## config.mk

```make
export PLATFORM = sky130hd
export DESIGN_NAME = mdu_sequencer
export DESIGN_NICKNAME = d
export VERILOG_FILES = /design/src/rtl/mdu_sequencer_pkg.sv /design/src/rtl/mdu_sequencer.sv
export SDC_FILE = /design/constraint.sdc
export NUM_CORES = 1
export LEC_CHECK = 0
export CORE_MARGIN = 2
export CORE_UTILIZATION = 53
export CTS_BUF_LIST = sky130_fd_sc_hd__clkbuf_2 sky130_fd_sc_hd__clkbuf_4 sky130_fd_sc_hd__clkbuf_8
export CTS_CLUSTER_DIAMETER = 120
export DETAILED_ROUTE_END_ITERATION = 8
export PLACE_DENSITY = 0.94
export SLEW_MARGIN = 40
export SYNTH_ARGS = -nofsm -noshare
export SYNTH_HDL_FRONTEND = slang
export SYNTH_SLANG_ARGS = --single-unit
```

## constraint.sdc

```tcl
create_clock -name clk -period 5.48 [get_ports clk]
set_input_delay 1.096 -clock clk [delete_from_list [all_inputs] [get_ports clk]]
set_output_delay 1.096 -clock clk [all_outputs]
set_load 0.05 [all_outputs]
```

## src/rtl/mdu_sequencer_pkg.sv

```systemverilog
// Shared constants for the multiply/divide sequencer: the EX-stage ALU control
// codes it reuses, and the RV32M funct3 codes it accepts.
package mdu_sequencer_pkg;

   localparam logic [3:0] ADD  = 4'b0000;
   localparam logic [3:0] SUB  = 4'b1000;
   localparam logic [3:0] REG1 = 4'b1111;

   localparam logic [2:0] MDU_MUL  = 3'b000;
   localparam logic [2:0] MDU_DIV  = 3'b100;
   localparam logic [2:0] MDU_DIVU = 3'b101;
   localparam logic [2:0] MDU_REM  = 3'b110;
   localparam logic [2:0] MDU_REMU = 3'b111;

   function automatic logic is_signed_op(input logic [2:0] op);
      return (op == MDU_DIV) || (op == MDU_REM);
   endfunction

endpackage

```

## src/rtl/mdu_sequencer.sv

```systemverilog
// RV32M multiply/divide controller. Borrows the EX-stage ALU for a fixed
// 36-cycle schedule: operand abs, 32 shift-add / restoring-subtract steps, sign fix.
module mdu_sequencer
   import mdu_sequencer_pkg::*;
#(
   parameter int XLEN = 32,
   parameter int ITER = 32
) (
   input  logic            clk,
   input  logic            rst,
   input  logic            flush,
   input  logic            start,
   input  logic [2:0]      op,
   input  logic [XLEN-1:0] rs1,
   input  logic [XLEN-1:0] rs2,
   output logic            busy,
   output logic            done,
   output logic [XLEN-1:0] result,
   output logic            alu_req,
   output logic [XLEN-1:0] alu_op1,
   output logic [XLEN-1:0] alu_op2,
   output logic [3:0]      alu_ctrl,
   input  logic [XLEN-1:0] alu_out
);

   localparam int CNT_W = $clog2(ITER);
   localparam logic [CNT_W-1:0] CNT_LAST = CNT_W'(ITER - 1);

   typedef enum logic [2:0] {
      S_IDLE, S_ABS_A, S_ABS_B, S_ITER, S_FIX, S_DONE
   } state_e;

   state_e            state_q, state_d;
   logic [2:0]        op_q, op_d;
   logic              neg_a_q, neg_a_d, neg_b_q, neg_b_d;
   logic [XLEN-1:0]   a_q, a_d;        // rs1, then |A|, then M (MUL) or Q (DIV/REM)
   logic [XLEN-1:0]   b_q, b_d;        // rs2, then |B| (shifted left during MUL)
   logic [XLEN-1:0]   acc_q, acc_d;    // product accumulator or partial remainder R
   logic [XLEN-1:0]   result_q, result_d;
   logic [CNT_W-1:0]  cnt_q, cnt_d;

   logic            is_mul, is_divrem, is_div_q, neg_fix;
   logic [XLEN-1:0] t_val, fix_val;
   logic            lt;

   assign is_mul    = (op_q == MDU_MUL);
   assign is_divrem = op_q[2];
   assign is_div_q  = (op_q == MDU_DIV) || (op_q == MDU_DIVU);
   assign t_val     = {acc_q[XLEN-2:0], a_q[XLEN-1]};
   assign fix_val   = is_mul ? acc_q : (is_div_q ? a_q : acc_q);
   assign neg_fix   = ((op_q == MDU_DIV) && (neg_a_q ^ neg_b_q) && (b_q != '0)) ||
                      ((op_q == MDU_REM) && neg_a_q);

   // Borrow out of t - B, with acc[31] standing in for the 33rd dividend bit.
   assign lt = ~acc_q[XLEN-1] &
               ((~t_val[XLEN-1] & b_q[XLEN-1]) |
                (~(t_val[XLEN-1] ^ b_q[XLEN-1]) & alu_out[XLEN-1]));

   always_comb begin
      alu_op1  = '0;
      alu_op2  = '0;
      alu_ctrl = REG1;
      unique case (state_q)
         S_ABS_A: begin
            alu_op1  = neg_a_q ? '0 : a_q;
            alu_op2  = neg_a_q ? a_q : '0;
            alu_ctrl = neg_a_q ? SUB : REG1;
         end
         S_ABS_B: begin
            alu_op1  = neg_b_q ? '0 : b_q;
            alu_op2  = neg_b_q ? b_q : '0;
            alu_ctrl = neg_b_q ? SUB : REG1;
         end
         S_ITER: begin
            if (is_mul) begin
               alu_op1  = acc_q;
               alu_op2  = a_q[0] ? b_q : '0;
               alu_ctrl = ADD;
            end else if (is_divrem) begin
               alu_op1  = t_val;
               alu_op2  = b_q;
               alu_ctrl = SUB;
            end
         end
         S_FIX: begin
            if (is_mul || is_divrem) begin
               alu_op1  = neg_fix ? '0 : fix_val;
               alu_op2  = neg_fix ? fix_val : '0;
               alu_ctrl = neg_fix ? SUB : REG1;
            end
         end
         default: ;
      endcase
   end

   always_comb begin
      state_d  = state_q;
      op_d     = op_q;
      neg_a_d  = neg_a_q;
      neg_b_d  = neg_b_q;
      a_d      = a_q;
      b_d      = b_q;
      acc_d    = acc_q;
      result_d = result_q;
      cnt_d    = cnt_q;
      unique case (state_q)
         S_IDLE: begin
            if (start) begin
               op_d    = op;
               a_d     = rs1;
               b_d     = rs2;
               neg_a_d = is_signed_op(op) & rs1[XLEN-1];
               neg_b_d = is_signed_op(op) & rs2[XLEN-1];
               state_d = S_ABS_A;
            end
         end
         S_ABS_A: begin
            a_d     = alu_out;
            state_d = S_ABS_B;
         end
         S_ABS_B: begin
            b_d     = alu_out;
            acc_d   = '0;
            cnt_d   = '0;
            state_d = S_ITER;
         end
         S_ITER: begin
            if (is_mul) begin
               acc_d = alu_out;
               b_d   = b_q << 1;
               a_d   = a_q >> 1;
            end else if (is_divrem) begin
               acc_d = lt ? t_val : alu_out;
               a_d   = {a_q[XLEN-2:0], ~lt};
            end
            cnt_d = cnt_q + 1'b1;
            if (cnt_q == CNT_LAST) state_d = S_FIX;
         end
         S_FIX: begin
            result_d = alu_out;
            state_d  = S_DONE;
         end
         S_DONE:  state_d = S_IDLE;
         default: state_d = S_IDLE;
      endcase
      // An abort drops everything in flight, including a start in the same cycle.
      if (flush) begin
         state_d  = S_IDLE;
         result_d = result_q;
      end
   end

   always_ff @(posedge clk) begin
      if (rst) begin
         state_q  <= S_IDLE;
         op_q     <= '0;
         neg_a_q  <= 1'b0;
         neg_b_q  <= 1'b0;
         a_q      <= '0;
         b_q      <= '0;
         acc_q    <= '0;
         result_q <= '0;
         cnt_q    <= '0;
      end else begin
         state_q  <= state_d;
         op_q     <= op_d;
         neg_a_q  <= neg_a_d;
         neg_b_q  <= neg_b_d;
         a_q      <= a_d;
         b_q      <= b_d;
         acc_q    <= acc_d;
         result_q <= result_d;
         cnt_q    <= cnt_d;
      end
   end

   assign busy    = (state_q != S_IDLE);
   assign done    = (state_q == S_DONE);
   assign alu_req = busy;
   assign result  = result_q;

endmodule

```

==> Word level (Yosys, flattened, before mapping) <==
Cells that the tools add are included.
{ "word_totals": {"regBits": 141, "in_bits": 103, "output_inout_bits": 103, "word_cells": 98} }
{ "op_classes": {"n_addsub": 1, "n_eq_ne": 15, "mux": 39, "bitwise_logic": 13, "reduce_logical": 21} }
{ "op_table": {"columns": ["cell", "n"], "rows": [
  ["32-bit 2-to-1 mux", 23],
  ["32-bit case mux with 4 select lines", 2],
  ["32-bit case mux with 3 select lines", 2],
  ["32-bit case mux with 2 select lines", 1],
  ["32-bit nonzero test", 1],
  ["3-bit == test (second input constant)", 7],
  ["3-bit 2-to-1 mux", 7],
  ["4-bit case mux with 4 select lines", 1],
  ["3-bit case mux with 5 select lines", 1],
  ["5-bit case mux with 2 select lines", 1],
  ["3-bit nonzero test", 3],
  ["2-bit AND reduction", 4],
  ["3-bit by 2-bit == test with 1-bit output (second input constant)", 2],
  ["3-bit logical NOT", 2],
  ["2-bit != test (second input constant)", 3],
  ["3-bit AND reduction", 2],
  ["5-bit by 1-bit adder with 5-bit output (second input constant)", 1],
  ["1-bit bitwise AND", 5],
  ["5-bit == test (second input constant)", 1],
  ["1-bit inverter", 5],
  ["1-bit logical OR", 4],
  ["4-bit 2-to-1 mux", 1],
  ["3-bit by 1-bit == test with 1-bit output (second input constant)", 1],
  ["1-bit logical AND", 3],
  ["5 further kinds", 6]
]} }

==> Depth between registers and ports, before layout <==
Gate-level depths: netlist of the first run.
{ "depth": {"word_depth": 9, "mapped_depth": 8, "mapped_depth_nobuf": 7} }

==> Least setup slack after synthesis of the first run <==
Ideal clock, no wire load.
{ "synth_path": {"path_type": "register to output", "from": "register b_q[17]", "to": "output port alu_ctrl[1]", "arrival_time_ps": 2570, "t_required_ps": 4384, "path_slack_ps": 1814, "path_stages_with_launch": 7, "n_path_buf": 1, "path_cell_list": "dfxtp_1 nor4_1 nand4_1 o21ai_2 nand2_1 o21ai_0 buf_4"} }
{ "synth_via": {"elab_chain_cells": 6} }
{ "synth_lines": {"columns": ["element", "line", "source"], "rows": [
  ["from (decl)", "mdu_sequencer.sv:37", "logic [XLEN-1:0] b_q, b_d;"],
  ["from (signal assigned)", "mdu_sequencer.sv:160", "b_q <= '0;"],
  ["from (signal assigned)", "mdu_sequencer.sv:170", "b_q <= b_d;"],
  ["32-bit nonzero test", "mdu_sequencer.sv:51", "assign neg_fix = ((op_q == MDU_DIV) && (neg_a_q ^ neg_b_q) && (b_q != '0)) ||"],
  ["1-bit logical AND", "mdu_sequencer.sv:51", null],
  ["1-bit logical OR", "mdu_sequencer.sv:51", null],
  ["3-bit 2-to-1 mux", "mdu_sequencer.sv:89", "alu_ctrl = neg_fix ? SUB : REG1;"],
  ["3-bit 2-to-1 mux", "mdu_sequencer.sv:86", "if (is_mul || is_divrem) begin"],
  ["4-bit case mux with 4 select lines", "mdu_sequencer.sv:63", "unique case (state_q)"],
  ["to (decl)", "mdu_sequencer.sv:22", "output logic [3:0] alu_ctrl,"]
]} }
Every way passes these cells.

==> Worst setup path after layout of the first run <==
{ "layout_path": {"from": "register state_q[2]", "to": "output port alu_op1[27]"} }
{ "layout_via": {"elab_chain_cells": 2, "elab_cells_between_ends": 5, "classes_between": "eq/ne: 4; mux: 1"} }
{ "layout_lines": {"columns": ["element", "line", "source"], "rows": [
  ["from (decl)", "mdu_sequencer.sv:33", "state_e state_q, state_d;"],
  ["from (signal assigned)", "mdu_sequencer.sv:165", "state_q <= state_d;"],
  ["3-bit == test, or another cell as far along", "mdu_sequencer.sv:63", null],
  ["32-bit case mux with 4 select lines (*)", "mdu_sequencer.sv:63", null],
  ["to (decl)", "mdu_sequencer.sv:20", "output logic [XLEN-1:0] alu_op1,"]
]} }
Mark *: on every way between the ends. The rest lies on a longest branch, timed or not.

==> flow_summary.ini, run 1 <==
[floorplan]
die_y_um = 131.9
dieWidth_um = 131.9
row_count = 46
die_area_um2 = 17410
ioPinCount = 206
fp.coreArea_um2 = 15940
initial_core_util_pct = 54.42

[logic_synthesis]
yosysWarnings = 0
yosysMostFrequentCell = nand2_1
synth_flop_cell = dfxtp_1
ys_top_cells_by_count = nand2_1 (240), dfxtp_1 (141), a21oi_1 (109), mux2i_1 (92), nor3_1 (68)
synth_top_area_share_pct = 32.54
avgSynthCellArea_um2 = 7.590
yosysSeqAreaShare_pct = 32.54
netlist-cell-type-count = 51
syn-cell-area_um2 = 8676
synth_area_leaders = dfxtp_1 (33%), mux2i_1 (11%), nand2_1 (10%), a221o_1 (7.3%), a21oi_1 (6.3%)
synth_async_sr_flop_share_pct = 0
syn_inst = 1143
synth_top_cell_by_area = dfxtp_1
synth_edf_count = 0
yosys_register_bits = 141
syn-num-nets = 1249

[global_routing]
antenna_found_initial = 0
first_global_vias = 9071
overflow = 0
track_usage_pct = 35.12
grt_first_pass_wirelength_um = 49490
grt_max_degree = 89

[sta]
tns_ps = 0
clock_skew_ps = 16.42
setup-violations-final = 0
rsz0062_at_grt = no
finalCritPeriodShare_pct = 91.96
maxSlewViolCount = 0
worst_pin_slew_ps = 807.9
max_clock_freq_mhz = 198.4
finalHoldViolCount = 0
slew_headroom_pct = 46.07
fin_crit_ps = 5040

[drt]
totalWireLength_um = 31620
vias = 9887
drtIter0Drc = 1559
drc = 0
drt-pass1-iter-count = 6
postRouteAntennaNets = 0
via_per_inst = 6.526
routedWlPerCell_um = 20.87

[worst_setup_path]
critPathLaunchType = flip-flop
crit_chain = or3b_1 -> nor3_1 -> and2_1 -> buf_4 -> a221o_1 -> clkdlybuf4s50_1
crit_fanout = 18
cp-endpoint = alu_op1[27]
cp-startpoint = state_q[2]
critPathKind = flip-flop to output pin
slowest_delay_ps = 850
reg2reg_slack_ps = 2780
r2r_end = b_q[12]
crit_path_end_kind = output pin
cpMaxStageDelayCell = dfxtp_1
reg2regPathDepth = 7
r2r_start = op_q[2]
arrival_ps = 3940
required_ps = 4380

[cts]
cts_root_buf = clkbuf_8
clock_latency_ps = 470
cts_hold_buf = 0
cts_sinks = 141
numCtsBuffers = 17
postCtsResizedCells = 0
clkSlewWorstSetupHoldPaths_ps = 80
htree_levels = 4
cts_setup_buffers = 0
clk_path_buf_depth = 2
cts_tree = yes

[final_layout]
syn_to_final_growth_pct = 27.86
diodes = 0
nets = 1392
utilization_pct = 69.58
drive_gt1_share_pct = 9.007

[pwr]
peakVddDrop_mv = 0.1703
power_mw = 2.429
power_per_cell_area_nw_per_um2 = 219.0
leakage_nw = 4.026

[placed_design]
gp_congestion = 0.9379
hpwl_um = 21070
numPortBuffers = 205

[job]
max_cap_violations = 0

[min_path]
holdCritPathClass = flip-flop to flip-flop

[outcome]
outcome = complete, no violations
[through the flow]
stage | hold WS, ps | cells | instance area [um2] | setup slack [ps]
3_5_place_dp | 445.5 | 1483 | 10720 | 1009
4_1_cts | 456.4 | 1515 | 11090 | 499.1
3_3_place_gp | 440.4 | 1481 | 10660 | 977.8
5_1_grt | 474.6 | 1515 | 11090 | 305.8
2_1_floorplan | 436.2 | 1143 | 8676 | 1814
6_report | 455.2 | 1515 | 11090 | 440.4
[layout make-up]
type	count	area [um2]
Clock inverter	12	112.6
Clock buffer	20	262.8
Multi-Input combinational cell	881	5374
Inverter	10	37.54
Fill cell	1254	4850
Sequential cell	141	2828
Timing Repair Buffer	235	2208
Tap cell	216	270.3
[power by group]
part | internal (mW) | switching, mW
clock | 0.383 | 0.444
sequential | 1.07 | 0.0773
combinational | 0.209 | 0.251
[flip-flops by register name, indices dropped and copies added, names as in the netlist]
register / count
result: 32
neg_a_q: 1
a_q: 32
state_q: 3
op_q: 3
b_q: 32
cnt_q: 5
neg_b_q: 1
acc_q: 32
[worst min path at each step]
stage	from	to	slack, ps	cells after the start
floorplan	cnt_q[4]	cnt_q[4]	440	2
global placement	result[4]	result[4]	440	2
detailed placement	result[1]	result[1]	450	2
CTS	result[1]	result[1]	460	2
global route	result[1]	result[1]	470	2
finish	result[1]	result[1]	460	2
[worst max-delay path: cells and delay by family (launching register included)]
| kind | cells | cell delay [ps] |
|---|---|---|
| simple gates | 3 | 1250 |
| compound gates | 1 | 230 |
| buf+inv | 2 | 1140 |
| flops | 1 | 850 |
[kinds of logic (layout without fill, tap and decap cells)]
family,count (synthesis),after routing,share of synthesized area [%]
AO/OA/AOI/OAI,362,362,28.02
XOR/XNOR,1,1,0.1010
adder cells (fa/ha/maj),3,3,0.4327
buffers and inverters,121,277,6.461
flip-flops,141,141,32.54
multiplexers,93,93,10.74
AND/OR/NAND/NOR,422,422,21.70
[routing by layer]
metal / vias to the layer above / track usage, % / part of all wire [%]
met2: 766 / 56.37 / 46
met5: - / 0 / 0
met4: 0 / 14.49 / 3.7
li1: 4417 / - / -
met1: 4596 / 46.09 / 38
met3: 108 / 7.190 / 12
[cells in the final DEF, fill, tap and decap left out, types with 3 or more instances in the layout]
cell type	Yosys	final
nand2_1	240	240
clkdlybuf4s50_1	0	173
dfxtp_1	141	139
a21oi_1	109	109
mux2i_1	92	92
nor3_1	68	66
a221o_1	63	63
buf_4	7	59
o21ai_0	42	41
nor2_1	42	39
o211ai_1	35	35
a22oi_1	31	31
a21boi_1	30	30
o21ai_1	30	30
nor2b_1	32	30
clkbuf_8	0	18
inv_1	8	8
nor4_1	9	8
nand3_1	8	8
a31oi_1	5	5
clkinvlp_4	0	5
nand2b_1	4	4
and2_1	3	3
nor3b_1	3	3
and3_1	3	3
ha_1	3	3
inv_6	0	3
buf_6	7	3
No activity file was read; power rests on OpenSTA's default activity.
==> run 2, diff against run 1 <==
Settings changed: CAP_MARGIN set to 20.
==> results of run 2 <==
No change in the layout: final DEF, timing and power equal those of run 1.
